File: src/rtl/video_stream_in_pkg.sv
// video_stream_in_pkg: shared state encoding, channel sizes and quantizer for video ingress
package video_stream_in_pkg;
  typedef enum logic [1:0] {IDLE, WAIT_SOF, ACTIVE, DONE} state_e;
  localparam int PIX_W  = 8;
  localparam int CH_W   = 16;
  localparam int NUM_CH = 3;
  typedef enum logic [3:0] {
    Q0, Q1, Q2, Q3, Q4, Q5, Q6, Q7,
    Q8, Q9, Q10, Q11, Q12, Q13, Q14, Q15
  } quant_e;
  // q fractional bits: an 8-bit pixel is treated as 8 fractional bits, so shift by (q - 8)
  function automatic logic [CH_W-1:0] quantize(input logic [PIX_W-1:0] p, input quant_e q);
    logic [CH_W-1:0] w;
    w = {8'b0, p};
    return q == Q0 ? 16'd0 : q <= Q8 ? w >> (4'd8 - q) : w << (q - 4'd8);
  endfunction
endpackage

File: src/rtl/video_in_fifo.sv
// video_in_fifo: synchronous first-word-fall-through FIFO
//   system_clk/srst : clock, synchronous active-high reset (flushes contents)
//   push/wdata      : write side, ignored when full unless popping in the same cycle
//   pop/rdata       : read side, rdata shows the head entry whenever not empty
//   count/empty/almost_full : occupancy, almost_full at depth-2 or more
module video_in_fifo #(
  parameter int W  = 48,
  parameter int AW = 4
) (
  input  logic          system_clk,
  input  logic          srst,
  input  logic          push,
  input  logic [W-1:0]  wdata,
  input  logic          pop,
  output logic [W-1:0]  rdata,
  output logic [AW:0]   count,
  output logic          empty,
  output logic          almost_full
);
  logic [W-1:0]  mem_q [2**AW];
  logic [AW-1:0] wr_q, wr_d, rd_q, rd_d;
  logic [AW:0]   cnt_q, cnt_d;
  logic          do_push, do_pop;
  always_comb begin
    do_pop  = pop & (cnt_q != '0);
    do_push = push & ((cnt_q != (AW+1)'(2**AW)) | do_pop);
    wr_d    = wr_q + AW'(do_push);
    rd_d    = rd_q + AW'(do_pop);
    cnt_d   = cnt_q + (AW+1)'(do_push) - (AW+1)'(do_pop);
  end
  always_ff @(posedge system_clk) begin
    if (srst) begin
      wr_q  <= '0;
      rd_q  <= '0;
      cnt_q <= '0;
    end else begin
      wr_q  <= wr_d;
      rd_q  <= rd_d;
      cnt_q <= cnt_d;
    end
  end
  always_ff @(posedge system_clk) begin
    if (do_push) mem_q[wr_q] <= wdata;
  end
  assign rdata       = mem_q[rd_q];
  assign count       = cnt_q;
  assign empty       = cnt_q == '0;
  assign almost_full = cnt_q >= (AW+1)'(2**AW - 2);
endmodule

File: src/rtl/video_stream_in.sv
// video_stream_in: AXI4-Stream video ingress with geometry checks, 8->16 bit quantization and output FIFO
//   system_clk/srst        : clock, synchronous active-high reset
//   video_input_req        : arm for a new frame (clears counters and sticky errors)
//   fea_in_quant_size      : fractional bits of the 16-bit output format
//   video_col_size/row_size: expected frame geometry
//   axi_stream_*           : slave stream, tdata = {X, ch2, ch1, ch0}, tuser = SOF, tlast = EOL
//   video_valid/data/ready : packed {ch2, ch1, ch0} output handshake
//   frame_done/frame_abort : one-cycle pulses; eol_err/sof_err : sticky error flags
module video_stream_in
  import video_stream_in_pkg::*;
#(
  parameter int COL_W        = 10,
  parameter int ROW_W        = 10,
  parameter int FIFO_DEPTH_W = 4
) (
  input  logic             system_clk,
  input  logic             srst,
  input  logic             video_input_req,
  input  logic [3:0]       fea_in_quant_size,
  input  logic [COL_W-1:0] video_col_size,
  input  logic [ROW_W-1:0] video_row_size,
  input  logic             axi_stream_tvalid,
  input  logic [31:0]      axi_stream_tdata,
  input  logic [3:0]       axi_stream_tkeep,
  input  logic             axi_stream_tlast,
  input  logic             axi_stream_tuser,
  output logic             axi_stream_tready,
  output logic             video_valid,
  output logic [47:0]      video_data,
  input  logic             video_ready,
  output logic             frame_done,
  output logic             frame_abort,
  output logic             eol_err,
  output logic             sof_err
);
  state_e                    state_q, state_d;
  logic [COL_W-1:0]          col_q, col_d, eff_col;
  logic [ROW_W-1:0]          row_q, row_d, eff_row;
  logic                      qv_q, qv_d;
  logic [NUM_CH*CH_W-1:0]    qd_q, qd_d, fifo_dout;
  logic                      frame_done_q, frame_done_d, frame_abort_q, frame_abort_d;
  logic                      eol_err_q, eol_err_d, sof_err_q, sof_err_d;
  logic                      acc, in_frame, restart, eol_pos, bad_eol, store, last_pix;
  logic                      fifo_af, fifo_empty;
  logic [FIFO_DEPTH_W:0]     fifo_count;
  logic                      unused_ok;
  quant_e                    qs;
  assign qs                = quant_e'(fea_in_quant_size);
  assign axi_stream_tready = (state_q == WAIT_SOF || state_q == ACTIVE) && !fifo_af;
  assign unused_ok         = ^{axi_stream_tkeep, axi_stream_tdata[31:24], fifo_count};
  always_comb begin
    acc      = axi_stream_tvalid & axi_stream_tready;
    // a beat belongs to the frame if we are active or it opens a (new) frame
    in_frame = acc & ((state_q == ACTIVE) | axi_stream_tuser);
    restart  = in_frame & axi_stream_tuser;
    eff_col  = restart ? '0 : col_q;
    eff_row  = restart ? '0 : row_q;
    eol_pos  = eff_col == video_col_size - COL_W'(1);
    bad_eol  = in_frame & (state_q == ACTIVE) & (axi_stream_tlast != eol_pos);
    store    = in_frame & ~bad_eol & ~video_input_req;
    last_pix = store & eol_pos & (eff_row == video_row_size - ROW_W'(1));
    col_d    = (video_input_req | bad_eol) ? '0 : store ? (eol_pos ? '0 : eff_col + COL_W'(1)) : col_q;
    row_d    = (video_input_req | bad_eol | last_pix) ? '0 :
               store ? (eol_pos ? eff_row + ROW_W'(1) : eff_row) : row_q;
    state_d  = video_input_req ? WAIT_SOF : last_pix ? DONE : bad_eol ? WAIT_SOF :
               store ? ACTIVE : state_q;
    sof_err_d     = ~video_input_req & (sof_err_q |
                    (restart & (state_q == ACTIVE) & ((col_q != '0) | (row_q != '0))));
    eol_err_d     = ~video_input_req & (eol_err_q | bad_eol);
    frame_done_d  = last_pix;
    frame_abort_d = bad_eol & ~video_input_req;
    qv_d = store;
    qd_d = store ? {quantize(axi_stream_tdata[23:16], qs),
                    quantize(axi_stream_tdata[15:8], qs),
                    quantize(axi_stream_tdata[7:0], qs)} : qd_q;
  end
  always_ff @(posedge system_clk) begin
    if (srst) begin
      state_q       <= IDLE;
      col_q         <= '0;
      row_q         <= '0;
      qv_q          <= 1'b0;
      qd_q          <= '0;
      frame_done_q  <= 1'b0;
      frame_abort_q <= 1'b0;
      eol_err_q     <= 1'b0;
      sof_err_q     <= 1'b0;
    end else begin
      state_q       <= state_d;
      col_q         <= col_d;
      row_q         <= row_d;
      qv_q          <= qv_d;
      qd_q          <= qd_d;
      frame_done_q  <= frame_done_d;
      frame_abort_q <= frame_abort_d;
      eol_err_q     <= eol_err_d;
      sof_err_q     <= sof_err_d;
    end
  end
  video_in_fifo #(.W(NUM_CH*CH_W), .AW(FIFO_DEPTH_W)) u_fifo (
    .system_clk  (system_clk),
    .srst        (srst),
    .push        (qv_q),
    .wdata       (qd_q),
    .pop         (~fifo_empty & video_ready),
    .rdata       (fifo_dout),
    .count       (fifo_count),
    .empty       (fifo_empty),
    .almost_full (fifo_af)
  );
  // memory is not reset, so mask the head while empty
  assign video_valid = ~fifo_empty;
  assign video_data  = fifo_empty ? '0 : fifo_dout;
  assign frame_done  = frame_done_q;
  assign frame_abort = frame_abort_q;
  assign eol_err     = eol_err_q;
  assign sof_err     = sof_err_q;
endmodule

File: config.mk
export PLATFORM = sky130hd
export DESIGN_NAME = video_stream_in
export DESIGN_NICKNAME = d
export VERILOG_FILES = /design/src/rtl/video_stream_in_pkg.sv /design/src/rtl/video_in_fifo.sv /design/src/rtl/video_stream_in.sv
export SDC_FILE = /design/constraint.sdc
export NUM_CORES = 1
export LEC_CHECK = 0
export BUFFER_PORTS_ARGS = -buffer_cell sky130_fd_sc_hd__buf_2
export CELL_PAD_IN_SITES_DETAIL_PLACEMENT = 0
export CELL_PAD_IN_SITES_GLOBAL_PLACEMENT = 1
export CORE_ASPECT_RATIO = 1.5
export CORE_MARGIN = 8
export CORE_UTILIZATION = 40
export DETAILED_ROUTE_END_ITERATION = 12
export PLACE_DENSITY = 0.74
export SLEW_MARGIN = 20
export SYNTH_ARGS = -nofsm -noshare
export SYNTH_HDL_FRONTEND = slang
export SYNTH_SLANG_ARGS = --single-unit
File: constraint.sdc
create_clock -name system_clk -period 8.3 [get_ports system_clk]
set_input_delay 1.66 -clock system_clk [delete_from_list [all_inputs] [get_ports system_clk]]
set_output_delay 1.66 -clock system_clk [all_outputs]
set_load 0.05 [all_outputs]
# == Yosys cells after proc, flatten, opt, wreduce, memory -nomap -nowiden ==
# Memory sizes are Yosys's and may differ from the RTL's. A register that Yosys moved wholly into a read port is not among the register bits.
# Index checks and enable logic that the tools add are counted.
# totals
memories,1
latch_bits,0
ramBits,768
word_cells,96
romBits,0
reg_bits,88
in_bits,67
# mem_list
name,words,word_bits,rd,rd_ports_with_merged_regs,wr,line_no,rtl
u_fifo.mem_q,16,48,1,1,1,video_in_fifo.sv:20,logic [W-1:0] mem_q [2**AW];
# op_classes
n_div,0
shift,6
magnitude_cmp,2
muxes,18
reduce_logical,13
mul,0
n_bitwise,27
eq_ne,6
addsub,10
# op_table
cell,n
2-to-1 mux 16 bit,6
2-to-1 mux 48 bit,1
left shift 8 x 4 -> 16 bit,3
>> shifter 8 x 4 -> 16 bit,3
2-to-1 mux 10 bit,4
"adder 10 x 1 -> 10 bit, second input constant",2
equality test 10 bit,2
nonzero test 10 bit,2
"subtractor 10 x 1 -> 10 bit, second input constant",2
AND 1 bit,17
adder 4 x 1 -> 4 bit,2
bitwise OR 1 bit,7
2-to-1 mux 2 bit,3
OR reduction 2 bit,3
adder 5 x 1 -> 5 bit,1
"greater-or-equal comparator 5 x 4 -> 1 bit, second input constant",1
zero test 5 bit,1
"inequality test 5 bit, second input constant",1
nonzero test 5 bit,1
subtractor 5 x 1 -> 5 bit,1
"<= comparator 4 bit, second input constant",1
zero test 4 bit,1
2-to-1 mux 4 bit,1
nonzero test 4 bit,1
other kinds (11),15

# == Depth between registers and ports, before layout ==
# Gate-level depths: netlist of run 1.
# depth
depth_word,17
ltp_mapped,17
depth_no_buf,16

# == Modules after synthesis ==
# A second synthesis of run 1 with hierarchy kept.
# unflattened
cells_unflattened,2090
hier_area_um2,35590.4
# by_module_without_submodules
mod,seq_area_each_um2,area_each_um2,n_inst,cells_each
video_in_fifo,23322.4,29465.8,1,1266
video_stream_in,1501.4,6124.6,1,824

# == Worst setup path after synthesis of run 1 ==
# Ideal clock, no wire load.
# synth_path
path_type,input to register
startpoint,input video_ready
endpoint,"memory u_fifo.mem_q[0][0], enable pin"
setup_time_ns,0.513
path_stages,4
slack_ns,2.263
path_buffers,0
arrival_time_ns,5.524
required_ns,7.787
cell_sequence,nand2b_1 o21ai_0 or3_1 nor3_1
# synth_via
elab_chain_len,6
# synth_lines
element,line_no,rtl
"start, declared",video_stream_in.sv:30,"input logic video_ready,"
AND 1 bit,video_stream_in.sv:105,".pop (~fifo_empty & video_ready),"
AND 1 bit,video_in_fifo.sv:25,do_pop = pop & (cnt_q != '0);
bitwise OR 1 bit,video_in_fifo.sv:26,do_push = push & ((cnt_q != (AW+1)'(2**AW)) | do_pop);
AND 1 bit,video_in_fifo.sv:26,
2-to-1 mux 1 bit,video_in_fifo.sv:43,if (do_push) mem_q[wr_q] <= wdata;
2-to-1 mux 1 bit (implied by the code),video_in_fifo.sv:43,
"end, declared",video_in_fifo.sv:20,
# Every way passes these cells.

==> results by group, run 1 <==
CTS
  – CTS Root Cell: clkbuf_16
  – Clock-pin slew on the worst setup and hold paths: 0.06 ns
  – CTS tree: built
  – Setup Buffers After CTS: 0
  – CTS Buf Count: 74
  – Later-pin clock latency in the skew report: 0.62 ns
  – Post-cts sizing count: 0
  – CTS Buffer Depth: 3
  – CTS HTree Levels: 3
  – Clk sinks: 856
  – Hold buffers post-CTS: 0

Detailed routing
  – Post-Route WL: 85.2 mm
  – DR iter-0 viols: 1,691
  – # DRC: 0
  – Top Metal Used: met5
  – Vias/cell: 5.72
  – Met3 WL post-DR: 4.90 mm
  – Avg WL per Cell: 25.9 um
  – Met2 WL: 45.9 mm
  – Via count: 18.8k
  – First-pass detailed-route iteration total: 5
  – DRT met1 WL: 32.4 mm
  – Post-DRT Antenna Nets: 0

STA
  – Relative slew slack: 0.285
  – WHS: 0.491 ns
  – Final min period: 5.55 ns
  – Final Hold Viols: 0
  – Setup TNS: 0 ns
  – Fmax: 180 MHz
  – Worst-Margin Slew: 1.07 ns
  – Clock Skew: 0.0238 ns
  – Final Max Tran Viols: 0
  – Final Cycle Share: 0.669
  – # setup viols final: 0
  – RSZ-0062 raised after global routing: false

Synthesis
  – Sequential share of the synthesized area: 0.697
  – Simple logic cell fraction of the synthesized area: 0.0564
  – Yosys warns: 0
  – Post-synth top flop: edfxtp_1
  – Post-synth EDFFs: 768
  – Compound-Gate Fraction of Synth Area: 0.0421
  – Post-synthesis mux area share: 0.170
  – Net Count, Synth: 2,062
  – Post-synthesis cell count: 1,975
  – Ys async rst share: 0
  – Post-Synth XOR/XNOR Area: 0.00959
  – Synth Area in Adders: 0.00724
  – Register bit total from synthesis: 856
  – Netlist cell types: 78
  – Syn_area_per_cell: 18.0 um2
  – Synth Cell Area: 0.0356 mm2
  – Largest family of logic cells by synthesized area: multiplexers

Critical path
  – Critical path required time: 6.64 ns
  – Crit path DAT: 3.89 ns
  – CP startpoint kind: register
  – CP endpoint kind: primary output
  – Worst-path fanout max: 46
  – Worst setup path class: register to primary output

Power and ir drop
  – Peak supply drop: 0.173 mV
  – Static Leakage: 11.8 nW
  – Pwr/cell area: 266 mW/mm2
  – Power Total: 10.7 mW

Placement
  – Area after DPL: 0.0375 mm2
  – Dpl hpwl: 47.4 mm
  – I/O Buffers: 108
  – Post-Place Cells: 3,143
  – GPL Wtd Cong: 0.877

Global route
  – First-pass GRT wire length: 127 mm
  – Vias in the first global route: 19.7k
  – Gr ovfl total: 0
  – Global Route Usage Sum: 0.170
  – Largest net degree at the start of global routing: 123
  – Initial antenna violation count: 26

Floorplan
  – Row cnt: 134
  – IO Pins: 121
  – Total core area: 0.0887 mm2
  – Initial Utilization: 0.402
  – Die Height: 381 um
  – Die X: 260 um
  – Die area: 0.0990 mm2

Run status
  – Status: finished, final reports clean

Layout
  – Finished Layout Cells: 3,291
  – Final net count: 2,151
  – Final instance area: 0.0401 mm2
  – Multi-input gate area: 0.0103 mm2
  – Most frequent cells in the layout: edfxtp_1 (768), mux4_2 (246), buf_2 (108), nor2_1 (100), dfxtp_1 (84)
  – FILL cells: 7,393
  – Area grow syn2layout: 12.6%
  – Register area: 0.0248 mm2
  – Layout cells sized above 1: 0.254
  – Most common cell after layout, fill and taps aside: edfxtp_1

Min path
  – Worst Hold Class: register to register

Run
  – Max-Cap Viols: 0
==> power by group <==
part / internal [mW] / leakage (nW) / switching [mW]
registers: 4.67 / 7.17 / 0.113
logic: 0.860 / 3.43 / 1.39
clock network: 2.12 / 1.23 / 1.52
total: 7.65 / 11.8 / 3.03
==> logic make-up after synthesis <==
group,count (synthesis)
flops,856
compound gates,224
mux,297
fa+ha+maj,20
xor+xnor,32
simple gates,389
buf+inv,157
==> final timing paths <==
| check | start | to | slack, ns | cells after the start |
|---|---|---|---|---|
| worst min-delay path | state_q[1]$_SDFFE_PP0P_ | state_q[1]$_SDFFE_PP0P_ | 0.49 | 1 |
| worst min register to register | state_q[1]$_SDFFE_PP0P_ | state_q[1]$_SDFFE_PP0P_ | 0.49 | 1 |
| worst max-delay path | u_fifo.rd_q[0]$_SDFF_PP0_ | video_data[39] | 2.75 | 5 |
| worst max register to register | u_fifo.count[4]$_SDFF_PP0_ | qd_q[8]$_SDFFE_PP0P_ | 4.02 | 10 |
==> area by class of cell <==
class                   count  share of cell area
well taps                1156              0.0361
multi-input cells         962               0.257
repair buffers            139              0.0205
clock buffers              91              0.0496
diodes                     13            0.000811
inverters                  31             0.00290
clock inverters            43              0.0143
flip-flops and latches    856               0.619
==> metal layers <==
| metal | vias to the layer above | GRT usage |
|---|---|---|
| li1 | 8204 | - |
| met1 | 9850 | 0.201 |
| met2 | 624 | 0.309 |
| met3 | 148 | 0.0312 |
| met4 | 10 | 0.0505 |
| met5 | - | 0 |
==> critical path: stages (launching register included) <==
cell and delay, ns:
dfxtp_4 0.98, buf_4 0.70, mux4_2 0.61, mux4_2 0.52, nor2b_1 0.15, buf_2 0.24
==> cell usage after synthesis, drive strengths merged (19+ instances only) <==
library cell	count	area (um2)
ha	19	238
clkbuf	96	360
nand2	71	267
buf	30	144
inv	31	116
nand3	27	135
a21oi	53	277
nor2b	61	382
edfxtp	768	23100
a32o	20	200
nor3	24	141
o22ai	19	119
nor2	115	432
mux2i	43	430
dfxtp	88	1760
mux4	246	5540
a31oi	19	119
o21ai	48	240
==> through the flow <==
step,setup slack (ns),utilization
after floorplan,2.26,-
after global placement,2.72,0.423
after detailed placement,2.67,0.423
after CTS,2.57,0.452
after global routing,2.47,0.452
final,2.75,0.452
==> state kept, by name, summed over array words and instances (netlist names), 2 cells and up <==
register / cells
u_fifo.wr_q: 4
qd_q: 48
u_fifo.rd_q: 4
row_q: 10
state_q: 2
u_fifo.mem_q: 768
u_fifo.count: 5
col_q: 10
Note: power is estimated with default switching activity, not from simulation.
==> inputs of run 2 (changes only) <==
==> constraint.sdc (replaced) <==
create_clock -name system_clk -period 5.3 [get_ports system_clk]
set_input_delay 1.06 -clock system_clk [delete_from_list [all_inputs] [get_ports system_clk]]
set_output_delay 1.06 -clock system_clk [all_outputs]
set_load 0.05 [all_outputs]
==> results by group, run 2 (synthesis results as in run 1) <==
Detailed routing
  – Post-DRT Antenna Nets: 0 (unchanged)
  – First-pass detailed-route iteration total: 6 (+1)
  – Vias/cell: 5.72 (about the same)
  – Via count: 18.9k (+0.56%)
  – Avg WL per Cell: 25.8 um (-0.51%)
  – DR iter-0 viols: 1,713 (+1.3%)
  – # DRC: 0 (unchanged)
  – Post-Route WL: 85.3 mm (about the same)

Critical path
  – CP endpoint kind: primary output
  – Worst setup path class: register to primary output
  – Worst-path fanout max: 44 (-4.3%)
  – Cell chain of the critical path: buf_12 > mux4_2 > mux4_2 > nor2b_1 > buf_2
  – Reg-to-Reg End: qd_q[20]$_SDFFE_PP0P_
  – Slack of the worst reg-to-reg path: 1.29 ns (-2.73 ns)
  – CP Buf/Inv Count: 2 (unchanged)
  – Delay-heaviest family, CP: multiplexers
  – Most frequent CP cell: mux4_2
  – Reg2reg start: u_fifo.count[4]$_SDFF_PP0_
  – Reg2Reg Depth: 13 (+3)
  – Worst path slowest cell: dfxtp_4
  – Crit path largest cell delay: 0.75 ns (-0.23 ns)
  – Crit path DAT: 3.40 ns (-0.49 ns)
  – Start point of the critical path: u_fifo.rd_q[0]$_SDFF_PP0_
  – Crit. path cell count: 5 (unchanged)
  – CP startpoint kind: register
  – Critical path required time: 4.24 ns (-2.40 ns)
  – Crit path to: video_data[9]

Floorplan
  – Die area: 0.0990 mm2 (unchanged)
  – IO Pins: 121 (unchanged)
  – Die Height: 381 um (unchanged)
  – Row cnt: 134 (unchanged)
  – Die X: 260 um (unchanged)
  – Initial Utilization: 0.402 (unchanged)
  – Total core area: 0.0887 mm2 (unchanged)

CTS
  – CTS Buffer Depth: 3 (unchanged)
  – Clk sinks: 856 (unchanged)
  – Post-cts sizing count: 0 (unchanged)
  – CTS HTree Levels: 3 (unchanged)
  – Clock-pin slew on the worst setup and hold paths: 0.07 ns (about the same)
  – Hold buffers post-CTS: 0 (unchanged)
  – Setup Buffers After CTS: 0 (unchanged)
  – Later-pin clock latency in the skew report: 0.63 ns (about the same)
  – CTS Buf Count: 76 (+2.7%)
  – CTS tree: built
  – CTS Root Cell: clkbuf_16

STA
  – WHS: 0.464 ns (-0.0268 ns)
  – Fmax: 224 MHz
  – # setup viols final: 0 (unchanged)
  – Setup TNS: 0 ns (unchanged)
  – Final Hold Viols: 0 (unchanged)
  – Worst-Margin Slew: 1.08 ns (+0.00606 ns)
  – Relative slew slack: 0.281 (-0.00404)
  – Final Cycle Share: 0.841
  – Setup slack after layout: 0.845 ns (-1.90 ns)
  – RSZ-0062 raised after global routing: false
  – Clock Skew: 0.0183 ns (-0.00552 ns)
  – Final min period: 4.46 ns
  – Final Max Tran Viols: 0 (unchanged)

Power and ir drop
  – Static Leakage: 11.9 nW (+0.25%)
  – Power Total: 16.5 mW (+55%)
  – Peak supply drop: 0.258 mV (+50%)
  – Pwr/cell area: 410 mW/mm2 (+54%)

Layout
  – Multi-input gate area: 0.0103 mm2 (+0.12%)
  – Most common cell after layout, fill and taps aside: edfxtp_1
  – Most flops, register: u_fifo.mem_q
  – Top flop regs: u_fifo.mem_q (768), qd_q (48)
  – Final instance area: 0.0402 mm2 (+0.29%)
  – Final net count: 2,166 (+0.70%)
  – FILL cells: 7,383 (-0.14%)
  – Layout cells sized above 1: 0.260 (+0.00556)
  – Register area: 0.0248 mm2 (unchanged)
  – Max reg flops: 768 (unchanged)
  – Area grow syn2layout: 13.0%
  – Finished Layout Cells: 3,311 (+0.61%)
  – Post-layout util: 0.454 (+0.00133)
  – Most frequent cells in the layout: edfxtp_1 (768), mux4_2 (246), buf_2 (108), nor2_1 (100), dfxtp_1 (84)

Global route
  – Initial antenna violation count: 22 (-15%)
  – Largest net degree at the start of global routing: 69 (-44%)
  – First-pass GRT wire length: 128 mm (+0.87%)
  – Global Route Usage Sum: 0.171 (+0.00121)
  – Gr ovfl total: 0 (unchanged)
  – Vias in the first global route: 19.7k (-0.22%)

Run
  – Max-Cap Viols: 0 (unchanged)

Min path
  – Worst Hold Class: register to register

Placement
  – I/O Buffers: 108 (unchanged)
  – Dpl hpwl: 48.9 mm (+3.1%)
  – Pre-CTS setup slack: 0.671 ns (-2.00 ns)
  – Post-Place Cells: 3,157 (+0.45%)
  – GPL Wtd Cong: 0.885 (+0.98%)
  – Area after DPL: 0.0378 mm2 (+0.75%)

Run status
  – Status: finished, final reports clean
[run 2: report_power, final]
group,total (mW),internal (mW),leakage (nW),switching (mW)
registers,7.44,7.31,7.17,0.137
clock network,5.41,2.97,1.17,2.44
logic,3.65,1.38,3.53,2.27
total,16.5,11.7,11.9,4.84
[run 2: cell type report]
cell class | instances | area share
sequential | 856 | 0.617
clock inverter | 50 | 0.0105
multi-input combinational | 962 | 0.256
clock buffer | 91 | 0.0497
antenna | 13 | 0.000809
tap | 1156 | 0.0359
inverter | 31 | 0.00289
timing repair buffer | 152 | 0.0266
[run 2: worst min-delay path by stage]
| stage | start | end | slack (ns) | cells past startpoint |
|---|---|---|---|---|
| after floorplan | state_q[1]$_SDFFE_PP0P_ | state_q[1]$_SDFFE_PP0P_ | 0.45 | 1 |
| after global placement | eol_err$_SDFF_PP0_ | eol_err$_SDFF_PP0_ | 0.46 | 2 |
| after detailed placement | eol_err$_SDFF_PP0_ | eol_err$_SDFF_PP0_ | 0.46 | 2 |
| after CTS | eol_err$_SDFF_PP0_ | eol_err$_SDFF_PP0_ | 0.47 | 2 |
| after global routing | eol_err$_SDFF_PP0_ | eol_err$_SDFF_PP0_ | 0.51 | 2 |
| final | eol_err$_SDFF_PP0_ | eol_err$_SDFF_PP0_ | 0.46 | 2 |
[run 2: tightest hold or removal path, cell delays in order (launching register included)]
cell      delay (ns)
dfxtp_1         0.31
inv_1           0.04
a21boi_0        0.06
[run 2: layer usage]
| layer | track usage | up-vias | wire (um) |
|---|---|---|---|
| met5 | 0 | - | 36 |
| li1 | - | 8236 | - |
| met2 | 0.304 | 652 | 45000 |
| met4 | 0.0524 | 6 | 2220 |
| met1 | 0.210 | 9896 | 33300 |
| met3 | 0.0293 | 152 | 4790 |
==> inputs of run 3 (changes only) <==
==> constraint.sdc (replaced) <==
create_clock -name system_clk -period 4.45 [get_ports system_clk]
set_input_delay 0.89 -clock system_clk [delete_from_list [all_inputs] [get_ports system_clk]]
set_output_delay 0.89 -clock system_clk [all_outputs]
set_load 0.05 [all_outputs]
==> results by group, run 3 (synthesis results as in run 1) <==
Run status
  – Status: finished, final reports clean

Global route
  – GR Util met1: 0.207 (-0.00348)
  – Met2 Usage GRT: 0.313 (+0.00920)
  – Global route hottest layer: met2
  – Gr ovfl total: 0 (unchanged)
  – Initial antenna violation count: 26 (+18%)
  – Global Route met3 Usage: 0.0280 (-0.00126)
  – Largest net degree at the start of global routing: 49 (-29%)
  – First-pass GRT wire length: 128 mm (+0.45%)
  – Vias in the first global route: 19.8k (+0.60%)
  – Global Route Usage Sum: 0.172 (+0.00129)

Floorplan
  – Die X: 260 um (unchanged)
  – IO Pins: 121 (unchanged)
  – Die area: 0.0990 mm2 (unchanged)
  – Die Height: 381 um (unchanged)
  – Total core area: 0.0887 mm2 (unchanged)
  – Initial Utilization: 0.402 (unchanged)
  – Row cnt: 134 (unchanged)

Critical path
  – Slack of the worst reg-to-reg path: 0.88 ns (-0.41 ns)
  – Reg2reg start: u_fifo.count[4]$_SDFF_PP0_
  – CP Buf/Inv Count: 2 (unchanged)
  – Cell chain of the critical path: buf_12 > mux4_2 > mux4_2 > nor2b_1 > buf_2
  – Worst-path fanout max: 47 (+6.8%)
  – Worst path slowest cell: dfxtp_4
  – Crit path to: video_data[9]
  – Crit path largest cell delay: 0.58 ns (-0.17 ns)
  – Start point of the critical path: u_fifo.rd_q[0]$_SDFF_PP0_
  – Critical path required time: 3.56 ns (-0.68 ns)
  – Reg2Reg Depth: 10 (-3)
  – Crit path DAT: 3.15 ns (-0.25 ns)
  – CP startpoint kind: register
  – Worst setup path class: register to primary output
  – CP endpoint kind: primary output
  – Reg-to-Reg End: qd_q[14]$_SDFFE_PP0P_
  – Most frequent CP cell: mux4_2
  – Crit. path cell count: 5 (unchanged)
  – Delay-heaviest family, CP: multiplexers

CTS
  – Later-pin clock latency in the skew report: 0.62 ns (about the same)
  – CTS Root Cell: clkbuf_16
  – Clk sinks: 856 (unchanged)
  – CTS HTree Levels: 3 (unchanged)
  – CTS Buf Count: 73 (-3.9%)
  – Clock-pin slew on the worst setup and hold paths: 0.07 ns (about the same)
  – Post-cts sizing count: 0 (unchanged)
  – CTS Buffer Depth: 3 (unchanged)
  – Hold buffers post-CTS: 0 (unchanged)
  – Setup Buffers After CTS: 0 (unchanged)
  – CTS tree: built

STA
  – Final min period: 4.04 ns
  – Relative slew slack: 0.305 (+0.0248)
  – Setup TNS: 0 ns (unchanged)
  – RSZ-0062 raised after global routing: false
  – Worst-Margin Slew: 1.04 ns (-0.0373 ns)
  – Clock Skew: 0.0142 ns (-0.00407 ns)
  – WHS: 0.483 ns (+0.0187 ns)
  – Final Max Tran Viols: 0 (unchanged)
  – # setup viols final: 0 (unchanged)
  – Final Cycle Share: 0.909
  – Final Hold Viols: 0 (unchanged)
  – Fmax: 247 MHz

Power and ir drop
  – Pwr/cell area: 485 mW/mm2 (+18%)
  – Peak supply drop: 0.343 mV (+33%)
  – Static Leakage: 11.9 nW (+0.11%)

Detailed routing
  – Via count: 19.1k (+0.69%)
  – First-pass detailed-route iteration total: 5 (-1)
  – Post-Route WL: 86.1 mm (+0.87%)
  – Vias/cell: 5.78 (+0.99%)
  – # DRC: 0 (unchanged)
  – DR iter-0 viols: 1,525 (-11%)
  – Avg WL per Cell: 26.1 um (+1.2%)
  – Post-DRT Antenna Nets: 0 (unchanged)

Run
  – Max-Cap Viols: 0 (unchanged)

Layout
  – Most frequent cells in the layout: edfxtp_1 (768), mux4_2 (246), buf_2 (108), nor2_1 (100), dfxtp_1 (84)
  – Layout cells sized above 1: 0.257 (-0.00336)
  – Max reg flops: 768 (unchanged)
  – FILL cells: 7,318 (-0.88%)
  – Most common cell after layout, fill and taps aside: edfxtp_1
  – Post-layout util: 0.455 (+0.00109)
  – Most flops, register: u_fifo.mem_q
  – Area grow syn2layout: 13.2%
  – Final net count: 2,169 (+0.14%)
  – Final instance area: 0.0403 mm2 (+0.24%)
  – Top flop regs: u_fifo.mem_q (768), qd_q (48)

Placement
  – I/O Buffers: 108 (unchanged)
  – GPL Wtd Cong: 0.937 (+5.9%)
  – Area after DPL: 0.0380 mm2 (+0.48%)
  – Dpl hpwl: 49.6 mm (+1.4%)

Min path
  – Worst Hold Class: register to register
  – Worst Min Path Start: state_q[1]$_SDFFE_PP0P_
## run 3: where the power goes
group          leakage [nW]  internal, mW  switching, mW
sequential             7.17          8.70          0.131
clock                  1.14          3.57           2.76
combinational          3.57          1.67           2.73
total                  11.9          13.9           5.61
## run 3: worst min-delay path by stage
stage | end | cells past startpoint
finish | state_q[1]$_SDFFE_PP0P_ | 1
global route | sof_err$_SDFF_PP0_ | 2
CTS | state_q[1]$_SDFFE_PP0P_ | 1
detailed placement | state_q[1]$_SDFFE_PP0P_ | 1
global placement | state_q[1]$_SDFFE_PP0P_ | 1
floorplan | state_q[1]$_SDFFE_PP0P_ | 1
## run 3: through the flow
stage	setup WS, ns	std cells	total power [mW]
after floorplan	0.436	1975	12.3
after global placement	0.260	3163	13.5
after detailed placement	0.163	3163	13.5
after CTS	0.338	3291	19.8
after global routing	0.287	3295	20.3
final	0.406	3301	19.6
## run 3: layer usage
| metal | up-vias | share of wire |
|---|---|---|
| li1 | 8228 | - |
| met1 | 10028 | 0.38 |
| met2 | 650 | 0.54 |
| met3 | 150 | 0.060 |
| met4 | 16 | 0.025 |
| met5 | - | 0.0012 |
## run 3: layout make-up
class | instances | area [um2] | share of cell area
Clock inverter | 29 | 304 | 0.00754
Tap cell | 1156 | 1450 | 0.0359
Multi-Input combinational cell | 962 | 10300 | 0.256
Sequential cell | 856 | 24800 | 0.616
Inverter | 31 | 116 | 0.00289
Clock buffer | 99 | 2040 | 0.0506
Timing Repair Buffer | 158 | 1240 | 0.0308
Antenna cell | 10 | 25.0 | 0.000620
